--- src/rtl/fb_scanout.sv ---
// rtl/fb_scanout.sv - raster timing, 1-bpp framebuffer scanout and vblank double-buffer flip
module fb_scanout #(
    parameter int HOR_ACTIVE_PIXELS = 640,
    parameter int VER_ACTIVE_PIXELS = 480,
    parameter int HOR_FRONT_PORCH   = 16,
    parameter int HOR_SYNC          = 96,
    parameter int HOR_BACK_PORCH    = 48,
    parameter int VER_FRONT_PORCH   = 10,
    parameter int VER_SYNC          = 2,
    parameter int VER_BACK_PORCH    = 33,
    parameter bit SYNC_ACTIVE       = 1'b0,
    parameter int RD_LATENCY        = 1
) (
    input  logic        clk,
    input  logic        rst_n,
    input  logic        ce,
    output logic        rd_en,
    output logic [20:0] rd_addr,
    input  logic        rd_data,
    output logic        front_buf,
    input  logic        swap_req,
    output logic        swap_ack,
    output logic        vblank_start,
    output logic        hsync,
    output logic        vsync,
    output logic        de,
    output logic        pixel
);
    localparam int H_TOTAL = HOR_ACTIVE_PIXELS + HOR_FRONT_PORCH + HOR_SYNC + HOR_BACK_PORCH;
    localparam int V_TOTAL = VER_ACTIVE_PIXELS + VER_FRONT_PORCH + VER_SYNC + VER_BACK_PORCH;

    localparam logic [10:0] H_ACT      = 11'(HOR_ACTIVE_PIXELS);
    localparam logic [10:0] H_SYNC_BEG = 11'(HOR_ACTIVE_PIXELS + HOR_FRONT_PORCH);
    localparam logic [10:0] H_SYNC_END = 11'(HOR_ACTIVE_PIXELS + HOR_FRONT_PORCH + HOR_SYNC);
    localparam logic [10:0] H_LAST     = 11'(H_TOTAL - 1);
    localparam logic [10:0] V_ACT      = 11'(VER_ACTIVE_PIXELS);
    localparam logic [10:0] V_SYNC_BEG = 11'(VER_ACTIVE_PIXELS + VER_FRONT_PORCH);
    localparam logic [10:0] V_SYNC_END = 11'(VER_ACTIVE_PIXELS + VER_FRONT_PORCH + VER_SYNC);
    localparam logic [10:0] V_LAST     = 11'(V_TOTAL - 1);

    // Stage 0 is the rd_en stage; the last stage lines up with pixel.
    localparam int DEPTH = RD_LATENCY + 2;

    logic [10:0]      h_q, h_d;
    logic [10:0]      v_q, v_d;
    logic [20:0]      addr_cnt_q, addr_cnt_d;
    logic [20:0]      rd_addr_q, rd_addr_d;
    logic             front_buf_q, front_buf_d;
    logic             swap_ack_q, swap_ack_d;
    logic             vblank_start_q, vblank_start_d;
    logic             pixel_q, pixel_d;
    logic [DEPTH-1:0] de_pipe_q, de_pipe_d;
    logic [DEPTH-1:0] hs_pipe_q, hs_pipe_d;
    logic [DEPTH-1:0] vs_pipe_q, vs_pipe_d;

    logic active;
    logic hs_lvl;
    logic vs_lvl;

    always_comb begin
        active = (h_q < H_ACT) && (v_q < V_ACT);
        hs_lvl = ((h_q >= H_SYNC_BEG) && (h_q < H_SYNC_END)) ? SYNC_ACTIVE : ~SYNC_ACTIVE;
        vs_lvl = ((v_q >= V_SYNC_BEG) && (v_q < V_SYNC_END)) ? SYNC_ACTIVE : ~SYNC_ACTIVE;

        h_d            = h_q;
        v_d            = v_q;
        addr_cnt_d     = addr_cnt_q;
        rd_addr_d      = rd_addr_q;
        front_buf_d    = front_buf_q;
        swap_ack_d     = swap_ack_q;
        vblank_start_d = vblank_start_q;
        pixel_d        = pixel_q;
        de_pipe_d      = de_pipe_q;
        hs_pipe_d      = hs_pipe_q;
        vs_pipe_d      = vs_pipe_q;

        if (ce) begin
            if (h_q == H_LAST) begin
                h_d = '0;
                v_d = (v_q == V_LAST) ? 11'd0 : v_q + 11'd1;
            end else begin
                h_d = h_q + 11'd1;
            end

            // Running address counter restarts at the top-left pixel of each frame.
            if (active) begin
                rd_addr_d  = ((h_q == '0) && (v_q == '0)) ? 21'd0 : addr_cnt_q;
                addr_cnt_d = rd_addr_d + 21'd1;
            end

            vblank_start_d = (h_q == '0) && (v_q == V_ACT);
            swap_ack_d     = vblank_start_d && swap_req;
            front_buf_d    = front_buf_q ^ swap_ack_d;

            pixel_d   = de_pipe_q[DEPTH-2] & rd_data;
            de_pipe_d = {de_pipe_q[DEPTH-2:0], active};
            hs_pipe_d = {hs_pipe_q[DEPTH-2:0], hs_lvl};
            vs_pipe_d = {vs_pipe_q[DEPTH-2:0], vs_lvl};
        end
    end

    always_ff @(posedge clk or negedge rst_n) begin
        if (!rst_n) begin
            h_q            <= '0;
            v_q            <= '0;
            addr_cnt_q     <= '0;
            rd_addr_q      <= '0;
            front_buf_q    <= 1'b0;
            swap_ack_q     <= 1'b0;
            vblank_start_q <= 1'b0;
            pixel_q        <= 1'b0;
            de_pipe_q      <= '0;
            hs_pipe_q      <= {DEPTH{~SYNC_ACTIVE}};
            vs_pipe_q      <= {DEPTH{~SYNC_ACTIVE}};
        end else begin
            h_q            <= h_d;
            v_q            <= v_d;
            addr_cnt_q     <= addr_cnt_d;
            rd_addr_q      <= rd_addr_d;
            front_buf_q    <= front_buf_d;
            swap_ack_q     <= swap_ack_d;
            vblank_start_q <= vblank_start_d;
            pixel_q        <= pixel_d;
            de_pipe_q      <= de_pipe_d;
            hs_pipe_q      <= hs_pipe_d;
            vs_pipe_q      <= vs_pipe_d;
        end
    end

    assign rd_en        = de_pipe_q[0];
    assign rd_addr      = rd_addr_q;
    assign front_buf    = front_buf_q;
    assign swap_ack     = swap_ack_q;
    assign vblank_start = vblank_start_q;
    assign de           = de_pipe_q[DEPTH-1];
    assign hsync        = hs_pipe_q[DEPTH-1];
    assign vsync        = vs_pipe_q[DEPTH-1];
    assign pixel        = pixel_q;

endmodule

--- config.mk ---
export PLATFORM = sky130hd
export DESIGN_NAME = fb_scanout
export DESIGN_NICKNAME = d
export VERILOG_FILES = /design/src/rtl/fb_scanout.sv
export SDC_FILE = /design/constraint.sdc
export NUM_CORES = 1
export LEC_CHECK = 0
export BUFFER_PORTS_ARGS = -buffer_cell sky130_fd_sc_hd__buf_2
export CAP_MARGIN = 15
export CELL_PAD_IN_SITES_DETAIL_PLACEMENT = 1
export CELL_PAD_IN_SITES_GLOBAL_PLACEMENT = 2
export CORE_UTILIZATION = 34
export CTS_CLUSTER_DIAMETER = 60
export CTS_CLUSTER_SIZE = 20
export DETAILED_ROUTE_END_ITERATION = 8
export GPL_ROUTABILITY_DRIVEN = 0
export PLACE_DENSITY = 0.73
export SLEW_MARGIN = 0
export SYNTH_ARGS = -nofsm -noshare
export SYNTH_HDL_FRONTEND = slang
export SYNTH_SLANG_ARGS = --single-unit
export TNS_END_PERCENT = 20
--- constraint.sdc ---
create_clock -name clk -period 2.7 [get_ports clk]
set_input_delay 0.54 -clock clk [delete_from_list [all_inputs] [get_ports clk]]
set_output_delay 0.54 -clock clk [all_outputs]
set_load 0.03 [all_outputs]
==> metrics, run 1 <==
final setup vio count=0; utilization after layout=43.3%; Clock Tree Buf Depth=2; Critical path buffers and inverters=1; Main synth FF type=dfrtp_1; HPWL Detailed=7130 um; Crit Path Category=reg2reg; n_diodes=0; most used cell, CP=ha_4; overall power=0.00280 W; Iteration-0 DRC Markers=77; HP Class=in2async; Synth area leaders=dfrtp_1 48%, nand2_1 7.7%, o21ai_0 7.0%; max-cap violation count=0; Routed WL per cell=17.1 um; commonest non-fill, non-tap cell in the layout=nand2_1; Slew HR=41.9%; TritonCTS Buffers=9; # IOs=34; Layout area overhead=21.5%; startpoint types=flop; CP max stage cell=or4bb_4; crit path capture type=flop; initial antenna violation count=0; Compound-Gate Fraction of Synth Area=16.0%; Tcrit/Tclk final=97.1%; Root Buffer=clkbuf_8; routed vias=3,165; post-synth top area cell=dfrtp_1; layout cells sized above 1=25.5%; number of flops mapped to enable cells by yosys=0; Site Rows=37; FF+latch count, synth=77; final WL=10,100 um; vias per cell=5.32; port buffer count=33; largest family of logic cells by synthesized area=simple AND/OR/NAND/NOR gates; final hold viol count=0; Syn Std Cell Area=3730 um^2; Placed Cells=576; Layout Skew=0.0129 ns; LEAKAGE=1.98 nW; Worst EP arrival=2.86 ns; Slew Limit Fails=0; CP max stage delay=0.55 ns; first-pass GRT wire length=17,000 um; CTS tree=yes; Clk pin slew, worst setup/hold paths=0.08 ns; number of global-route vias before repair=3,210; setup slack after layout=0.0779 ns; full die area=11,400 um^2; Die Y=107 um; crit path from=h_q[1]; Pwr Density=618 nW/um^2; Reg-to-Reg Start=h_q[1]; library cells used by synthesis=44; Mean Syn Cell Area=9.60 um^2; Synth async-reset ratio=100%; XOR/XNOR Fraction of Synth Area=3.06%; ANT nets after route=0; crit-path max FO=3; grt total ovfl=0; Hold WS=0.207 ns; Yosys warnings=0; maximum vdd drop=317 uV; post-synth top area share=47.7%; Post-Synth Simple-Gate Area=21.6%; drt drc=0; crit-path cells=inv_2 -> ha_4 -> or4bb_4 -> nor4_4 -> nand2_2 -> and2_4 -> ha_4 -> nand3_4 -> nor3_4 -> a32oi_1 -> o21ai_1 -> o31ai_1; Synth Area in Adders=1.68%; multiplexer area fraction after synthesis=2.38%; Sink Count=77; Peak Freq=0.381 GHz; total track usage=19.0%; H-tree Lvls=3; core area=10,500 um^2; commonest cells after routing, fill and taps aside=75 x nand2_1, 71 x dfrtp_1, 49 x o21ai_0; Post-Layout Cell Count=595; DRT Pass-1 Iters=4; fin crit period=2.62 ns; largest net degree at the start of global routing=45; Seq/Total Area, Yosys=51.9%; Post-Place Worst Slack=0.0324 ns; Synthesized Nets=398; Mapped Cells=388; die span in x=107 um; status=complete, no violations; delay-heaviest family, CP=simple AND/OR/NAND/NOR gates; critical path required time=2.94 ns; Tightest Pin Transition=0.872 ns; number of nets in the layout=464; starting density of the core=35.6%; Clock Latency Late Sink=0.35 ns; RSZ-0062 raised after global routing=yes
[cells in the mapped netlist (all sizes together) (5+ instances only)]
cell and n:
a22o 6, buf 7, or4 5, nor4 10, a21oi 10, clkbuf 11
o31ai 12, nand4 7, nand2 76, xnor2 6, ha 5, nand3 16
dfrtp 71, and3 6, mux2 7, dfstp 6, o21ai 53, xor2 7
inv 8, nor3 14, nor2 14, a22oi 7
[routing by layer]
layer	track usage, %	routed length [um]	vias to the layer above
met1	28.3	5210	1579
met3	2.61	244	10
li1	-	-	1528
met5	0	0	-
met4	5.58	109	0
met2	28.5	4580	48
[final cells by class]
| cell class | instances | area (um^2) |
|---|---|---|
| clock buffer | 14 | 163 |
| clock inverter | 2 | 10.0 |
| fill | 1248 | 5930 |
| inverter | 9 | 33.8 |
| multi-input combinational | 284 | 1740 |
| sequential | 77 | 1930 |
| tap | 136 | 170 |
| timing repair buffer | 73 | 480 |
[worst reg2reg max path, stage by stage, from the launching register on]
cell and delay (ns):
dfrtp_1 0.40, inv_2 0.09, ha_4 0.13, or4bb_4 0.55, nor4_4 0.33, nand2_2 0.09, and2_4 0.18, ha_4 0.16
nand3_4 0.10, nor3_4 0.05, a32oi_1 0.21, o21ai_1 0.11, o31ai_1 0.10
[cell families (layout without fill, tap and decap cells)]
kind of cell	after synthesis	count (layout)
flip-flops	77	77
XOR/XNOR	13	13
AO/OA/AOI/OAI	99	99
multiplexers	8	8
AND/OR/NAND/NOR	159	159
adder cells (fa/ha/maj)	5	5
buffers and inverters	27	98
[timing repair]
action | 4_1_cts | 5_1_grt
hold buffers | 0 | 0
buffers inserted | 0 | 4
resized for setup | 0 | 17
endpoints found under the setup margin | 0 | 8
[metrics by stage]
stage | instance area [um^2] | setup TNS (ns)
floorplan | 3740 | 0
global placement | 4270 | 0
detailed placement | 4270 | 0
CTS | 4450 | 0
global route | 4530 | -0.273
finish | 4530 | 0
[report_power, final]
group	internal [W]	leakage, nW	total [W]	switching [W]
Clock	0.000384	0.0905	0.000805	0.000421
Combinational	0.000246	0.885	0.000619	0.000373
Sequential	0.00126	1.01	0.00138	0.000112
Total	0.00189	1.98	0.00280	0.000907
[final timing paths]
| check | end | slack (ns) | cells after the start |
|---|---|---|---|
| min in group clk | pixel | 0.46 | 3 |
| min reg2reg | rd_addr[10] | 0.48 | 2 |
| min | h_q[3] | 0.21 | 1 |
| max in group asynchronous | hs_pipe_q[1] | 1.85 | 2 |
| max | addr_cnt_q[10] | 0.08 | 12 |
| max reg2reg | addr_cnt_q[10] | 0.08 | 12 |
[state kept, by name, summed over array words and instances (netlist names)]
register / flops
rd_addr: 21
vs_pipe_q: 3
hs_pipe_q: 3
swap_ack: 1
h_q: 11
front_buf: 1
de_pipe_q: 3
v_q: 11
pixel: 1
vblank_start: 1
addr_cnt_q: 21
Power figures use the tool's default switching activity.
==> run 2: changes to the inputs <==
- ABC_CLOCK_PERIOD_IN_PS: not set -> 3200
- CORE_UTILIZATION: 34 -> 40
- PLACE_DENSITY: 0.73 -> 0.81
- TNS_END_PERCENT: 20 -> not set
- clock period: 2.7 -> 3.2 ns (I/O delays scaled with it)
==> metrics, run 2 (synthesized netlist as in run 1, its figures left out) <==
Placed Cells=525 (-8.9%); status=finished, violations left; worst setup path endpoint=addr_cnt_q[14]; largest net degree at the start of global routing=78 (+73%); Post-Layout Cell Count=541 (-9.1%); CTS tree=yes; Site Rows=34 (-8.1%); Clk pin slew, worst setup/hold paths=0.09 ns (about the same); RSZ-0062 raised after global routing=no; Reg-to-Reg Start=v_q[0]; first-pass GRT wire length=15,700 um (-7.8%); Hold WS=0.465 ns (+0.258 ns); HPWL Detailed=6120 um (-14%); Worst EP arrival=3.11 ns (+0.25 ns); worst r2r path cells=13 (+1); Tightest Pin Transition=0.977 ns (+0.105 ns); core area=8850 um^2 (-15%); Sink Count=77 (unchanged); DRT Pass-1 Iters=9 (+5); H-tree Lvls=3 (unchanged); Clock Latency Late Sink=0.34 ns (about the same); Iteration-0 DRC Markers=131 (+70%); crit path from=v_q[0]; RR Endpoint=addr_cnt_q[14]; routed vias=3,041 (-3.9%); failing checks=design-rule violations; Root Buffer=clkbuf_8; critical path required time=3.45 ns (+0.51 ns); grt total ovfl=0 (unchanged); total track usage=20.2% (+1.2 points); final setup vio count=0 (unchanged); Layout Skew=0.0113 ns (-0.00160 ns); Tcrit/Tclk final=89.4% (-7.8 points); initial antenna violation count=0 (unchanged); Routed WL per cell=16.8 um (-1.3%); LEAKAGE=1.84 nW (-7.4%); setup_tns=0 ns (unchanged); TritonCTS Buffers=9 (unchanged); drt drc=3 (+3); crit path capture type=flop; n_diodes=0 (unchanged); max-cap violation count=0 (unchanged); HP Class=in2async; port buffer count=33 (unchanged); Slew HR=34.9% (-7.0 points); maximum vdd drop=244 uV (-23%); final WL=9110 um (-10%); commonest non-fill, non-tap cell in the layout=nand2_1; fin crit period=2.86 ns (+0.237 ns); startpoint types=flop; Layout area overhead=14.4%; Crit Path Category=reg2reg; starting density of the core=42.1% (+6.5 points); # IOs=34 (unchanged); Clock Tree Buf Depth=2 (unchanged); Die Y=98.5 um (-7.7%); ANT nets after route=0 (unchanged); Reg2Reg Setup Slack=0.34 ns (+0.26 ns); Pwr Density=558 nW/um^2 (-9.8%); Peak Freq=0.350 GHz (-8.3%); CTS hold repair buffers=0 (unchanged); number of nets in the layout=438 (-5.6%); final hold viol count=0 (unchanged); overall power=0.00238 W (-15%); number of global-route vias before repair=3,107 (-3.2%); commonest cells after routing, fill and taps aside=75 x nand2_1, 71 x dfrtp_1, 52 x o21ai_0; crit-path max FO=8 (+5); layout cells sized above 1=19.2% (-6.3 points); vias per cell=5.62 (+5.7%); Slew Limit Fails=0 (unchanged); full die area=9710 um^2 (-15%); die span in x=98.5 um (-7.7%)
[run 2: cell count changes in the layout (fill, tap and decap cells not counted), sizes merged]
cell      change
clkinvlp      +3
buf          -26
clkbuf        -4
clkinv        -1
bufinv        +2
[run 2: worst max-delay path: stages, from the launching register on]
cell and delay [ns]:
dfrtp_1 0.45, inv_1 0.08, ha_1 0.16, or4bb_1 0.56, nor4_4 0.20, nand2_2 0.13, and2_1 0.20, ha_1 0.24
nand3_2 0.16, nor4_1 0.06, buf_4 0.16, a32oi_1 0.18, o21ai_0 0.09, o31ai_1 0.08
[run 2: power breakdown]
group	total, W	switching [W]	internal, W
clock network	0.000805	0.000367	0.000438
logic	0.000408	0.000269	0.000140
registers	0.00116	0.0000991	0.00107
[run 2: what timing repair did]
action / CTS / global route
hold endpoints to repair: 0 / 0
resized for setup: 0 / 2
endpoints found under the setup margin: 0 / 3
setup buffers: 0 / 0
[run 2: worst min path at each step]
| stage | from | to | slack [ns] | cells past startpoint |
|---|---|---|---|---|
| global placement | rd_addr[20] | rd_addr[20] | 0.46 | 2 |
| CTS | rd_addr[4] | rd_addr[4] | 0.48 | 2 |
| global route | front_buf | front_buf | 0.51 | 1 |
| floorplan | rst_n | addr_cnt_q[0] | 0.34 | 0 |
| detailed placement | rd_addr[11] | rd_addr[11] | 0.46 | 2 |
| finish | rst_n | h_q[5] | 0.47 | 1 |
[run 2: routing by layer]
layer,share of wire (%),vias up,track usage [%]
met2,44,49,31.2
met5,0,-,0
met3,2.4,6,2.48
met4,0.65,0,6.77
met1,53,1511,29.5
li1,-,1475,-
[run 2: per-stage QoR]
step                      area, um^2  setup slack [ns]  utilization [%]
after floorplan                 3730             0.403                -
after global placement          4040             0.353             45.7
after detailed placement        4040             0.223             45.7
after CTS                       4260             0.214             48.1
after global routing            4260            0.0568             48.2
final                           4260             0.341             48.2
[run 2: area by class of cell]
type	count	area (um^2)
fillers	1027	4580
flip-flops and latches	77	1930
multi-input cells	284	1670
repair buffers	47	273
well taps	108	135
clock buffers	10	128
clock inverters	6	87.6
inverters	9	33.8
